`src/rtl/barrel_shift_arb_if.sv`:
```
// Handshake bundle between two shift requesters, the shared shifter and the result consumer.
interface barrel_shift_arb_if #(
  parameter int unsigned WIDTH = 8
);
  localparam int unsigned AW = $clog2(WIDTH);

  logic             req0_valid;
  logic [WIDTH-1:0] req0_data;
  logic [AW-1:0]    req0_amt;
  logic             req0_dir;
  logic             req0_ready;

  logic             req1_valid;
  logic [WIDTH-1:0] req1_data;
  logic [AW-1:0]    req1_amt;
  logic             req1_dir;
  logic             req1_ready;

  logic             out_valid;
  logic [WIDTH-1:0] out_data;
  logic             out_id;
  logic             out_ready;

  // Requesters and consumer side
  modport master (
    output req0_valid, req0_data, req0_amt, req0_dir,
    input  req0_ready,
    output req1_valid, req1_data, req1_amt, req1_dir,
    input  req1_ready,
    input  out_valid, out_data, out_id,
    output out_ready
  );

  // Arbiter / shifter side
  modport slave (
    input  req0_valid, req0_data, req0_amt, req0_dir,
    output req0_ready,
    input  req1_valid, req1_data, req1_amt, req1_dir,
    output req1_ready,
    output out_valid, out_data, out_id,
    input  out_ready
  );
endinterface

```
`src/rtl/barrel_shift_arb.sv`:
```
// Two-requester round-robin arbiter sharing one logical barrel shifter,
// with a single-entry registered result stage (EMPTY/FULL).
module barrel_shift_arb #(
  parameter int unsigned WIDTH = 8
) (
  input logic               clk,
  input logic               rst,
  barrel_shift_arb_if.slave bus
);
  localparam int unsigned AW = $clog2(WIDTH);

  typedef enum logic {
    EMPTY = 1'b0,
    FULL  = 1'b1
  } state_e;

  state_e           state_q, state_d;
  logic [WIDTH-1:0] out_data_q, out_data_d;
  logic             out_id_q, out_id_d;
  logic             last_grant_q, last_grant_d;

  logic             can_accept_c;
  logic             grant0_c, grant1_c;
  logic             ready0_c, ready1_c;
  logic             xfer_c;
  logic [WIDTH-1:0] op_data_c;
  logic [AW-1:0]    op_amt_c;
  logic             op_dir_c;
  logic [WIDTH-1:0] shifted_c;

  // On a tie the requester not served last wins; a lone requester always wins.
  always_comb begin
    can_accept_c = (state_q == EMPTY) || bus.out_ready;
    grant0_c     = bus.req0_valid && (!bus.req1_valid || last_grant_q);
    grant1_c     = bus.req1_valid && (!bus.req0_valid || !last_grant_q);
    ready0_c     = grant0_c && can_accept_c && !rst;
    ready1_c     = grant1_c && can_accept_c && !rst;
    xfer_c       = ready0_c || ready1_c;
  end

  // Shared shifter: operand muxed from the granted requester, zero fill both ways.
  always_comb begin
    op_data_c = grant1_c ? bus.req1_data : bus.req0_data;
    op_amt_c  = grant1_c ? bus.req1_amt  : bus.req0_amt;
    op_dir_c  = grant1_c ? bus.req1_dir  : bus.req0_dir;
    shifted_c = op_dir_c ? (op_data_c << op_amt_c) : (op_data_c >> op_amt_c);
  end

  always_ff @(posedge clk) begin
    if (rst) begin
      state_q      <= EMPTY;
      out_data_q   <= '0;
      out_id_q     <= 1'b0;
      last_grant_q <= 1'b1;
    end else begin
      state_q      <= state_d;
      out_data_q   <= out_data_d;
      out_id_q     <= out_id_d;
      last_grant_q <= last_grant_d;
    end
  end

  always_comb begin
    state_d      = state_q;
    out_data_d   = out_data_q;
    out_id_d     = out_id_q;
    last_grant_d = last_grant_q;
    case (state_q)
      EMPTY: if (xfer_c) state_d = FULL;
      FULL: begin
        if (xfer_c)             state_d = FULL;
        else if (bus.out_ready) state_d = EMPTY;
      end
      default: state_d = EMPTY;
    endcase
    if (xfer_c) begin
      out_data_d   = shifted_c;
      out_id_d     = ready1_c;
      last_grant_d = ready1_c;
    end
  end

  always_comb begin
    bus.out_valid  = (state_q == FULL);
    bus.out_data   = out_data_q;
    bus.out_id     = out_id_q;
    bus.req0_ready = ready0_c;
    bus.req1_ready = ready1_c;
  end

endmodule

```
`src/flat_wrapper.sv`:
```
// flat-port wrapper written by rule: the top's interface ports become plain ports
module barrel_shift_arb_flat 
#(
  parameter int unsigned WIDTH = 8
)
  (clk, rst, bus_req0_valid, bus_req0_data, bus_req0_amt, bus_req0_dir, bus_req0_ready, bus_req1_valid, bus_req1_data, bus_req1_amt, bus_req1_dir, bus_req1_ready, bus_out_valid, bus_out_data, bus_out_id, bus_out_ready);
  barrel_shift_arb_if #(.WIDTH(WIDTH)) bus_i ();
  input logic clk;
  input logic rst;
  input wire logic [$bits(bus_i.req0_valid)-1:0] bus_req0_valid;
  input wire logic [$bits(bus_i.req0_data)-1:0] bus_req0_data;
  input wire logic [$bits(bus_i.req0_amt)-1:0] bus_req0_amt;
  input wire logic [$bits(bus_i.req0_dir)-1:0] bus_req0_dir;
  output wire logic [$bits(bus_i.req0_ready)-1:0] bus_req0_ready;
  input wire logic [$bits(bus_i.req1_valid)-1:0] bus_req1_valid;
  input wire logic [$bits(bus_i.req1_data)-1:0] bus_req1_data;
  input wire logic [$bits(bus_i.req1_amt)-1:0] bus_req1_amt;
  input wire logic [$bits(bus_i.req1_dir)-1:0] bus_req1_dir;
  output wire logic [$bits(bus_i.req1_ready)-1:0] bus_req1_ready;
  output wire logic [$bits(bus_i.out_valid)-1:0] bus_out_valid;
  output wire logic [$bits(bus_i.out_data)-1:0] bus_out_data;
  output wire logic [$bits(bus_i.out_id)-1:0] bus_out_id;
  input wire logic [$bits(bus_i.out_ready)-1:0] bus_out_ready;
  assign bus_i.req0_valid = bus_req0_valid;
  assign bus_i.req0_data = bus_req0_data;
  assign bus_i.req0_amt = bus_req0_amt;
  assign bus_i.req0_dir = bus_req0_dir;
  assign bus_req0_ready = bus_i.req0_ready;
  assign bus_i.req1_valid = bus_req1_valid;
  assign bus_i.req1_data = bus_req1_data;
  assign bus_i.req1_amt = bus_req1_amt;
  assign bus_i.req1_dir = bus_req1_dir;
  assign bus_req1_ready = bus_i.req1_ready;
  assign bus_out_valid = bus_i.out_valid;
  assign bus_out_data = bus_i.out_data;
  assign bus_out_id = bus_i.out_id;
  assign bus_i.out_ready = bus_out_ready;
  barrel_shift_arb #(.WIDTH(WIDTH)) u_core (.clk(clk), .rst(rst), .bus(bus_i));
endmodule
```
`config.mk`:
```
export PLATFORM = sky130hd
export DESIGN_NAME = barrel_shift_arb_flat
export DESIGN_NICKNAME = d
export VERILOG_FILES = /design/src/rtl/barrel_shift_arb_if.sv /design/src/rtl/barrel_shift_arb.sv /design/src/flat_wrapper.sv
export SDC_FILE = /design/constraint.sdc
export NUM_CORES = 1
export LEC_CHECK = 0
export ABC_AREA = 1
export CAP_MARGIN = 20
export CORE_ASPECT_RATIO = 0.6
export CORE_MARGIN = 2
export CORE_UTILIZATION = 40
export CTS_CLUSTER_SIZE = 24
export DETAILED_ROUTE_END_ITERATION = 12
export PLACE_DENSITY = 0.81
export SYNTH_ARGS = -nofsm -noshare
export SYNTH_HDL_FRONTEND = slang
export SYNTH_SLANG_ARGS = --single-unit
```
`constraint.sdc`:
```
create_clock -name clk -period 3.7 [get_ports clk]
set_input_delay 1.11 -clock clk [delete_from_list [all_inputs] [get_ports clk]]
set_output_delay 1.11 -clock clk [all_outputs]
set_load 0.01 [all_outputs]
```
==> results of run 1 <==
## flip-flops by register name (all words and copies together), names as in the netlist
| name | cells |
|---|---|
| u_core.last_grant_q | 1 |
| u_core.bus.out_id | 1 |
| u_core.bus.out_valid | 1 |
| u_core.bus.out_data | 8 |
## worst max-delay path, delay by kind of cell
kind          cells  cell delay, ns
buf+inv           3            0.71
simple gates      3            0.36
## layout by cell type (no fill, tap or decap)
master / count
o211ai_1: 1
o21ai_0: 3
inv_2: 5
dlymetal6s2s_1: 2
o21ai_4: 2
nand3_1: 52
nand2_2: 2
nor2_2: 4
nand3b_2: 1
nor2_1: 22
clkdlybuf4s50_1: 38
clkbuf_1: 1
nand2_4: 2
nand3_2: 2
buf_4: 5
dfxtp_1: 11
o21a_1: 1
nor3_2: 1
nand2_1: 71
a21oi_1: 2
clkbuf_8: 3
inv_1: 16
## through the flow
| step | util, % | setup WS [ns] | hold WS (ns) |
|---|---|---|---|
| 2_1_floorplan | - | 0.9901 | 0.4848 |
| 3_3_place_gp | 60.18 | 0.07513 | 0.4748 |
| 3_5_place_dp | 60.18 | 0.06666 | 0.4647 |
| 4_1_cts | 61.92 | 0.04975 | 0.4784 |
| 5_1_grt | 62.11 | 0.3506 | 0.5074 |
| 6_report | 62.11 | 0.4313 | 0.4763 |
## where the power goes
part,leakage (uW),switching (uW),total (uW),internal (uW)
clock,0.0000228,48.6,125,75.9
sequential,0.0000909,5.90,137,131
combinational,0.000739,120,218,97.5
total,0.000853,175,479,304
## worst min-delay path by stage
| stage | end | slack [ns] | cells past startpoint |
|---|---|---|---|
| 2_1_floorplan | u_core.last_grant_q$_SDFFE_PP1P_ | 0.48 | 2 |
| 3_3_place_gp | u_core.bus.out_id$_SDFFE_PP0P_ | 0.47 | 2 |
| 3_5_place_dp | u_core.bus.out_id$_SDFFE_PP0P_ | 0.46 | 2 |
| 4_1_cts | u_core.bus.out_id$_SDFFE_PP0P_ | 0.48 | 2 |
| 5_1_grt | u_core.bus.out_id$_SDFFE_PP0P_ | 0.51 | 2 |
| 6_report | u_core.bus.out_id$_SDFFE_PP0P_ | 0.48 | 2 |
## cells by family after synthesis
family	synth area share, %
AOI/OAI and AO/OA	6.395
buffers and inverters	11.58
DFF	19.40
and+or+nand+nor	62.62
## layout make-up
cell class	count	area (sq um)	share of cell area, %
clock buffers	4	45.04	2.797
inverters	21	78.83	4.895
multi-input cells	166	783.3	48.64
flip-flops and latches	11	220.2	13.68
well taps	32	40.04	2.486
repair buffers	45	442.9	27.51
## metal layers
metal  vias to the layer above  global-route usage (%)  share of wire [%]
met5                         -                       0                  0
met4                         0                   8.519                1.3
met3                         4                   5.804                9.5
met2                        55                   27.09                 39
met1                       592                   28.03                 50
li1                        744                       -                  -
==> run metrics, run 1 <==
status=finished clean; IO Port Bufs=40; die height=roughly 45 um; starting density of the core=between 40% and 50%; Mean Syn Cell Area=about 5.5 sq um; Lkg Pwr=0.0008529 uW; worst path required time=2.59 ns; Slew @ Worst Pin=~0.47 ns; diode count=0; YS warnings=0; Final nets=between 200 and 300; chip width=a little over 70 um; Synth area leader=nand2_1; highest cell delay on the worst timing path=between 0.4 and 0.5 ns; initial antenna violation count=0; most numerous cell in the Yosys netlist=nand2_1; CTS tree=done; Slowest-stage cell, CP=clkdlybuf4s50_1; H-tree Lvls=1; Setup TNS Final=0 ns; CTS Hold Bufs=0; largest net degree at the start of global routing=20; HPWL after DPL=between 2000 and 2500 um; most instantiated cells after synthesis=71 x nand2_1, 52 x nand3_1, 22 x nor2_1; Final setup violation count=0; antenna-violating nets left=0; minimum clock period=around 3.3 ns; async set or reset register ratio after synthesis=0%; Clock Sinks=11; commonest register cell after synthesis=dfxtp_1; overall power=478.9 uW; reg2reg setup slack=1.91 ns; Peak VDD IR=around 0.13 mV; CTS Root Cell=clkbuf_8; Worst Setup Start Kind=primary input; r2r endpoint=u_core.bus.out_data[7]$_SDFFE_PP0P_; residual DRC count=0; Post-CTS Setup Inserts=0; GRT overflow=0; final WL=~2900 um; area share of the largest cell type after synthesis=between 20% and 30%; synthesized area=around 1100 sq um; Post-CTS Resized=0; top cells by area, synth=nand2_1 23%, nand3_1 23%, dfxtp_1 19%; Reg2Reg Depth=11; FMAX=between 300 and 400 MHz; Worst setup startpoint=bus_req0_valid; worst-path fanout max=2; power density over the cells=297.4 nW/um^2; Pre-antenna DRT Iters=4; Area Overhead vs Synth=41.90%; Setup Skew=0.002997 ns; placed cell count=about 280; CP endpoint kind=output port; CTS Buf Count=3; via count of the first global-routing pass=between 1000 and 1500; EDFF count, synth=0; IO Pins=a little over 40; Hold Fails Final Rpt=0; FF-to-FF Start=u_core.last_grant_q$_SDFFE_PP1P_; Crit path arrival time=about 2.2 ns; vias after detailed routing=1395; initial DRC count=111; crit-path most repeated cell=nor2_1; Total GRT Usage=between 10% and 20%; worst rel slew slack=roughly 69%; Synth Net Count=about 230; CORE AREA=approximately 2600 sq um; global-route wire length before repair=4919 um; Mapped Cells=about 200; RSZ-0062 raised after global routing=false; gpl congestion=around 0.9; Yosys reg bits=11; Placed Instance Area=1560 sq um; sequential element share of the synthesized area=between 10% and 20%; via density per instance=~5.0; die footprint=around 3300 sq um; critical path class=primary input to output port; period utilisation layout=88.34%; Rows=14; Distinct cells, synth=20; min-delay worst type=flop to flop; critical path cell sequence=clkdlybuf4s50_1, inv_1, nor2_1, nand2_1, nor2_1, dlymetal6s2s_1; average wire per standard cell=just over 10 um; design area=about 1600 sq um; clock buffer depth=2; Reg clk slew, reported paths=0.05 ns; CP endpoint=bus_req0_ready; max_cap viols=0; Final Slew Violations=0; share of cells above drive strength 1=between 10% and 20%; clk_lat worst skew=0.25 ns; hold_sp=u_core.bus.out_id$_SDFFE_PP0P_; # fillers=roughly 240; fin cells=between 200 and 300
(Power assumes the default switching activity.)
==> run 2, diff against run 1 <==
--- a/config.mk
+++ b/config.mk
@@ -13,6 +13,7 @@
 export CTS_CLUSTER_SIZE = 24
 export DETAILED_ROUTE_END_ITERATION = 12
 export PLACE_DENSITY = 0.81
+export RECOVER_POWER = 50
 export SYNTH_ARGS = -nofsm -noshare
 export SYNTH_HDL_FRONTEND = slang
 export SYNTH_SLANG_ARGS = --single-unit
==> run 2 against run 1 <==
Net effect:
- hold slack better by 0.0013 ns
- maximum frequency down 3.1%
- flip-flop and latch count unchanged
- die area unchanged
- sequential share of layout area about the same
- clock skew down 0.0011 ns
- core utilization down 0.19 points
- combinational power down 2%
- register-to-register slack worse by 0.02 ns
- highest routed layer unchanged
- cell count unchanged
==> run metrics, run 2 (synthesis results as in run 1) <==
Area Overhead vs Synth=41.46%; # fillers=238 (+0.42%); Hold Worst Slack=0.4776 ns (+0.001312 ns); min-delay worst type=flop to flop; CORE AREA=2592 sq um (unchanged); average wire per standard cell=10.44 um (+0.59%); power density over the cells=295.4 nW/um^2 (-0.66%); Lkg Pwr=0.0008737 uW (+2.4%); Final setup violation count=0 (unchanged); max_cap viols=0 (unchanged); CTS Hold Bufs=0 (unchanged); Hold Fails Final Rpt=0 (unchanged); die footprint=3293 sq um (unchanged); GRT overflow=0 (unchanged); Rows=14 (unchanged); Slowest-stage cell, CP=clkdlybuf4s50_1; diode count=0 (unchanged); highest cell delay on the worst timing path=0.42 ns (-0.06 ns); chip width=72.77 um (unchanged); commonest non-fill, non-tap cell in the layout=nand2_1; period utilisation layout=91.19% (+2.8 points); Layout Utilization=61.92% (-0.19 points); worst path required time=2.59 ns (about the same); initial DRC count=108 (-2.7%); Setup Skew=0.001910 ns (-0.001087 ns); CTS tree=done; via count of the first global-routing pass=1165 (unchanged); CP endpoint kind=output port; starting density of the core=43.77% (unchanged); largest net degree at the start of global routing=20 (unchanged); via density per instance=5.061 (+1.2%); worst-path fanout max=3 (+1); Reg clk slew, reported paths=0.05 ns (about the same); status=finished clean; die height=45.26 um (unchanged); global-route wire length before repair=4919 um (unchanged); Final Slew Violations=0 (unchanged); H-tree Lvls=1 (unchanged); Clock Sinks=11 (unchanged); FMAX=296.4 MHz (-3.1%); clock buffer depth=2 (unchanged); initial antenna violation count=0 (unchanged); Peak VDD IR=0.1304 mV (-2.1%); critical path cell sequence=clkdlybuf4s50_1, nand2_1, nand2_4, nor3_1, dlymetal6s2s_1; IO Pins=41 (unchanged); Pre-antenna DRT Iters=4 (unchanged); Setup TNS Final=0 ns (unchanged); Worst Setup Start Kind=primary input; share of cells above drive strength 1=10.53% (-0.40 points); CTS Root Cell=clkbuf_8; Slew @ Worst Pin=0.4730 ns (+0.004248 ns); CTS Buf Count=3 (unchanged); critical path class=primary input to output port; IO Port Bufs=40 (unchanged); worst rel slew slack=68.35% (-0.28 points); Final nets=277 (unchanged); HPWL after DPL=2367 um (unchanged); minimum clock period=3.374 ns (+0.1053 ns); Total GRT Usage=19.59% (unchanged); register area=220.2 sq um (unchanged); vias after detailed routing=1412 (+1.2%); Buf+Inv Stages, Crit Path=2 (-1); antenna-violating nets left=0 (unchanged); Crit path arrival time=2.26 ns (+0.10 ns); Multi-input gate area=778.2 sq um (-0.64%); RSZ-0062 raised after global routing=false; CP top delay family=buffers and inverters; gpl congestion=0.9016 (unchanged); residual DRC count=0 (unchanged); final WL=2913 um (+0.59%); clk_lat worst skew=0.24 ns (about the same); max FFs per register=8 (unchanged); commonest non-fill, non-tap cells in the layout=71 x nand2_1, 52 x nand3_1, 29 x clkdlybuf4s50_1
==> run 2: changes by cell type in the layout (fill, tap and decap cells not counted) <==
cell	change
clkdlybuf4s50_1	-9
dlygate4sd3_1	+9
nor3_1	+1
nor3_2	-1
==> run 2: path summary, 6_finish.rpt <==
path | start | to | slack [ns] | depth (start not counted)
hold / removal | u_core.bus.out_id$_SDFFE_PP0P_ | u_core.bus.out_id$_SDFFE_PP0P_ | 0.48 | 2
hold reg to reg | u_core.bus.out_id$_SDFFE_PP0P_ | u_core.bus.out_id$_SDFFE_PP0P_ | 0.48 | 2
setup / recovery | bus_req0_valid | bus_req1_ready | 0.33 | 5
setup reg to reg | u_core.last_grant_q$_SDFFE_PP1P_ | u_core.bus.out_data[7]$_SDFFE_PP0P_ | 1.89 | 11
==> run 2: metal layers <==
| layer | track usage (%) | routed length (um) |
|---|---|---|
| met4 | 8.519 | 37 |
| met2 | 27.09 | 1133 |
| met5 | 0 | 0 |
| met3 | 5.804 | 271 |
| met1 | 28.03 | 1471 |
==> run 2: worst register-to-register path, stage by stage, from the launching register on <==
cell	delay, ns
dfxtp_1	0.32
nand2_1	0.13
nand2_4	0.06
buf_4	0.19
o21ai_4	0.41
inv_2	0.22
nand2_1	0.11
nand2_1	0.06
nand2_1	0.06
nand3_1	0.06
nand2_1	0.06
inv_1	0.03
==> run 2: final cells by class <==
class / count / share of cell area (%)
tap: 32 / 2.494
clock buffer: 4 / 2.806
inverter: 21 / 4.910
sequential: 11 / 13.72
multi-input combinational: 166 / 48.48
timing repair buffer: 45 / 27.59
==> run 2: through the flow <==
| step | cell area (sq um) | setup WS, ns | instances | total power (uW) |
|---|---|---|---|---|
| 6_report | 1605 | 0.3260 | 279 | 474.3 |
| 4_1_cts | 1605 | 0.04975 | 279 | 481.3 |
| 5_1_grt | 1605 | 0.2260 | 279 | 509.9 |
| 2_1_floorplan | 1135 | 0.9901 | 205 | 278.6 |
| 3_3_place_gp | 1560 | 0.07513 | 275 | 353.2 |
| 3_5_place_dp | 1560 | 0.06666 | 275 | 355.6 |
==> run 2: what timing repair did <==
action                                  CTS  global route
resized for setup                         0             2
setup buffers                             0             0
endpoints found under the hold margin     0             0
endpoints found under the setup margin    0             2
==> run 2: power by group <==
group | total [uW] | switching, uW | internal, uW
clock | 124 | 47.8 | 75.9
combinational | 214 | 120 | 93.7
sequential | 136 | 5.59 | 131
total | 474 | 174 | 300
==> run 3, diff against run 2 <==
==> constraint.sdc (replaced) <==
create_clock -name clk -period 3.7 [get_ports clk]
set_input_delay 1.11 -clock clk [delete_from_list [all_inputs] [get_ports clk]]
set_output_delay 1.11 -clock clk [all_outputs]
set_load 0.005 [all_outputs]
==> run 3 against run 2 <==
Net effect:
- via count shrank 1.1%
- largest cell class unchanged
- global-route usage shrank 0.68 points
- combinational power shrank 2%
==> run metrics, run 3 (synthesis results as in run 1) <==
IO Port Bufs=40 (unchanged); CTS Buf Count=3 (unchanged); final WL=2836 um (-2.6%); Placed Instance Area=1553 sq um (-0.48%); starting density of the core=43.77% (unchanged); Peak VDD IR=0.2077 mV (+59%); clock buffer depth=2 (unchanged); average wire per standard cell=10.20 um (-2.3%); die height=45.26 um (unchanged); commonest non-fill, non-tap cells in the layout=71 x nand2_1, 52 x nand3_1, 30 x clkdlybuf4s50_1; Hold Fails Final Rpt=0 (unchanged); HPWL after DPL=2368 um (about the same); CP endpoint kind=output port; minimum clock period=3.627 ns (+0.2533 ns); Post-CTS Setup Inserts=0 (unchanged); IO Pins=41 (unchanged); Worst Setup Start Kind=primary input; clk_lat worst skew=0.24 ns (about the same); Final nets=276 (-0.36%); min-delay worst type=flop to flop; commonest non-fill, non-tap cell in the layout=nand2_1; CTS Root Cell=clkbuf_8; share of cells above drive strength 1=10.98% (+0.45 points); FMAX=275.7 MHz (-7.0%); power density over the cells=290.3 nW/um^2 (-1.8%); Area Overhead vs Synth=41.46% (unchanged); worst rel slew slack=69.12% (+0.77 points); Clock Sinks=11 (unchanged); global-route wire length before repair=4905 um (-0.28%); Total GRT Usage=18.90% (-0.68 points); placed cell count=274 (-0.36%); worst-path fanout max=3 (unchanged); via density per instance=5.025 (-0.71%); reg2reg setup slack=1.92 ns (+0.03 ns); Crit path arrival time=2.52 ns (+0.26 ns); Lkg Pwr=0.0008355 uW (-4.4%); Slew @ Worst Pin=0.4615 ns (-0.01153 ns); die footprint=3293 sq um (unchanged); Rows=14 (unchanged); H-tree Lvls=1 (unchanged); residual DRC count=0 (unchanged); Final setup violation count=0 (unchanged); Setup Skew=0.003755 ns (+0.001845 ns); CTS tree=done; Final Slew Violations=0 (unchanged); Reg clk slew, reported paths=0.05 ns (about the same); max_cap viols=0 (unchanged); initial DRC count=118 (+9.3%); diode count=0 (unchanged); worst path required time=2.59 ns (about the same); critical path class=primary input to output port; design area=1605 sq um (unchanged); CORE AREA=2592 sq um (unchanged); status=finished clean; Pre-antenna DRT Iters=4 (unchanged); gpl congestion=0.8990 (-0.29%); fin cells=278 (-0.36%); period utilisation layout=98.03% (+6.8 points); max FFs per register=8 (unchanged); Layout Utilization=61.92% (unchanged); initial antenna violation count=0 (unchanged); largest net degree at the start of global routing=20 (unchanged); antenna-violating nets left=0 (unchanged); GRT overflow=0 (unchanged); via count of the first global-routing pass=1153 (-1.0%); chip width=72.77 um (unchanged); vias after detailed routing=1397 (-1.1%)
[run 3: changes by cell type in the layout (fill, tap and decap cells not counted), moves of 2 or more]
| cell | delta |
|---|---|
| nor2_1 | -2 |
| nor2_2 | +2 |
| buf_4 | -2 |
| dlymetal6s2s_1 | -2 |
[run 3: path summary, 6_finish.rpt]
kind,start,endpoint,cells after the start
min reg2reg,u_core.bus.out_id$_SDFFE_PP0P_,u_core.bus.out_id$_SDFFE_PP0P_,2
max,rst,bus_req1_ready,3
max reg2reg,u_core.last_grant_q$_SDFFE_PP1P_,u_core.bus.out_data[0]$_SDFFE_PP0P_,11
min,u_core.bus.out_id$_SDFFE_PP0P_,u_core.bus.out_id$_SDFFE_PP0P_,2
[run 3: worst max-delay path, cell delays in order]
cell and delay [ns]:
dlygate4sd3_1 0.62, nor3_4 0.25, clkdlybuf4s50_1 0.54
[run 3: per-layer routing]
metal	GRT usage [%]	wire length, um	vias up
li1	-	-	739
met1	29.88	1505	612
met2	25.27	1095	46
met3	6.250	235	0
met4	1.111	0	0
met5	0	0	-
[run 3: layout make-up]
cell class | instances | area (sq um)
sequential | 11 | 220.2
multi-input combinational | 166 | 794.5
clock buffer | 4 | 45.04
inverter | 21 | 78.83
tap | 32 | 40.04
fill | 249 | 987.2
timing repair buffer | 44 | 426.7
[run 3: stage by stage]
step           setup WS, ns  hold WS (ns)  total power (uW)   TNS [ns]
2_1_floorplan         1.046        0.4590             274.0          0
3_3_place_gp        0.07256        0.4743             347.5          0
3_5_place_dp        0.06407        0.4679             349.7          0
4_1_cts             0.04872        0.4795             472.0          0
5_1_grt           -0.006628        0.5114             501.8  -0.006628
6_report            0.07272        0.4816             466.0          0
[run 3: what timing repair did]
| item | 4_1_cts | 5_1_grt |
|---|---|---|
| hold buffers | 0 | 0 |
| setup endpoints to repair | 0 | 2 |
| resized for setup | 0 | 3 |
[run 3: power by group]
| group | internal [uW] | switching (uW) |
|---|---|---|
| logic | 93.0 | 117 |
| registers | 131 | 5.16 |
| clock network | 75.6 | 44.2 |
| total | 299 | 166 |
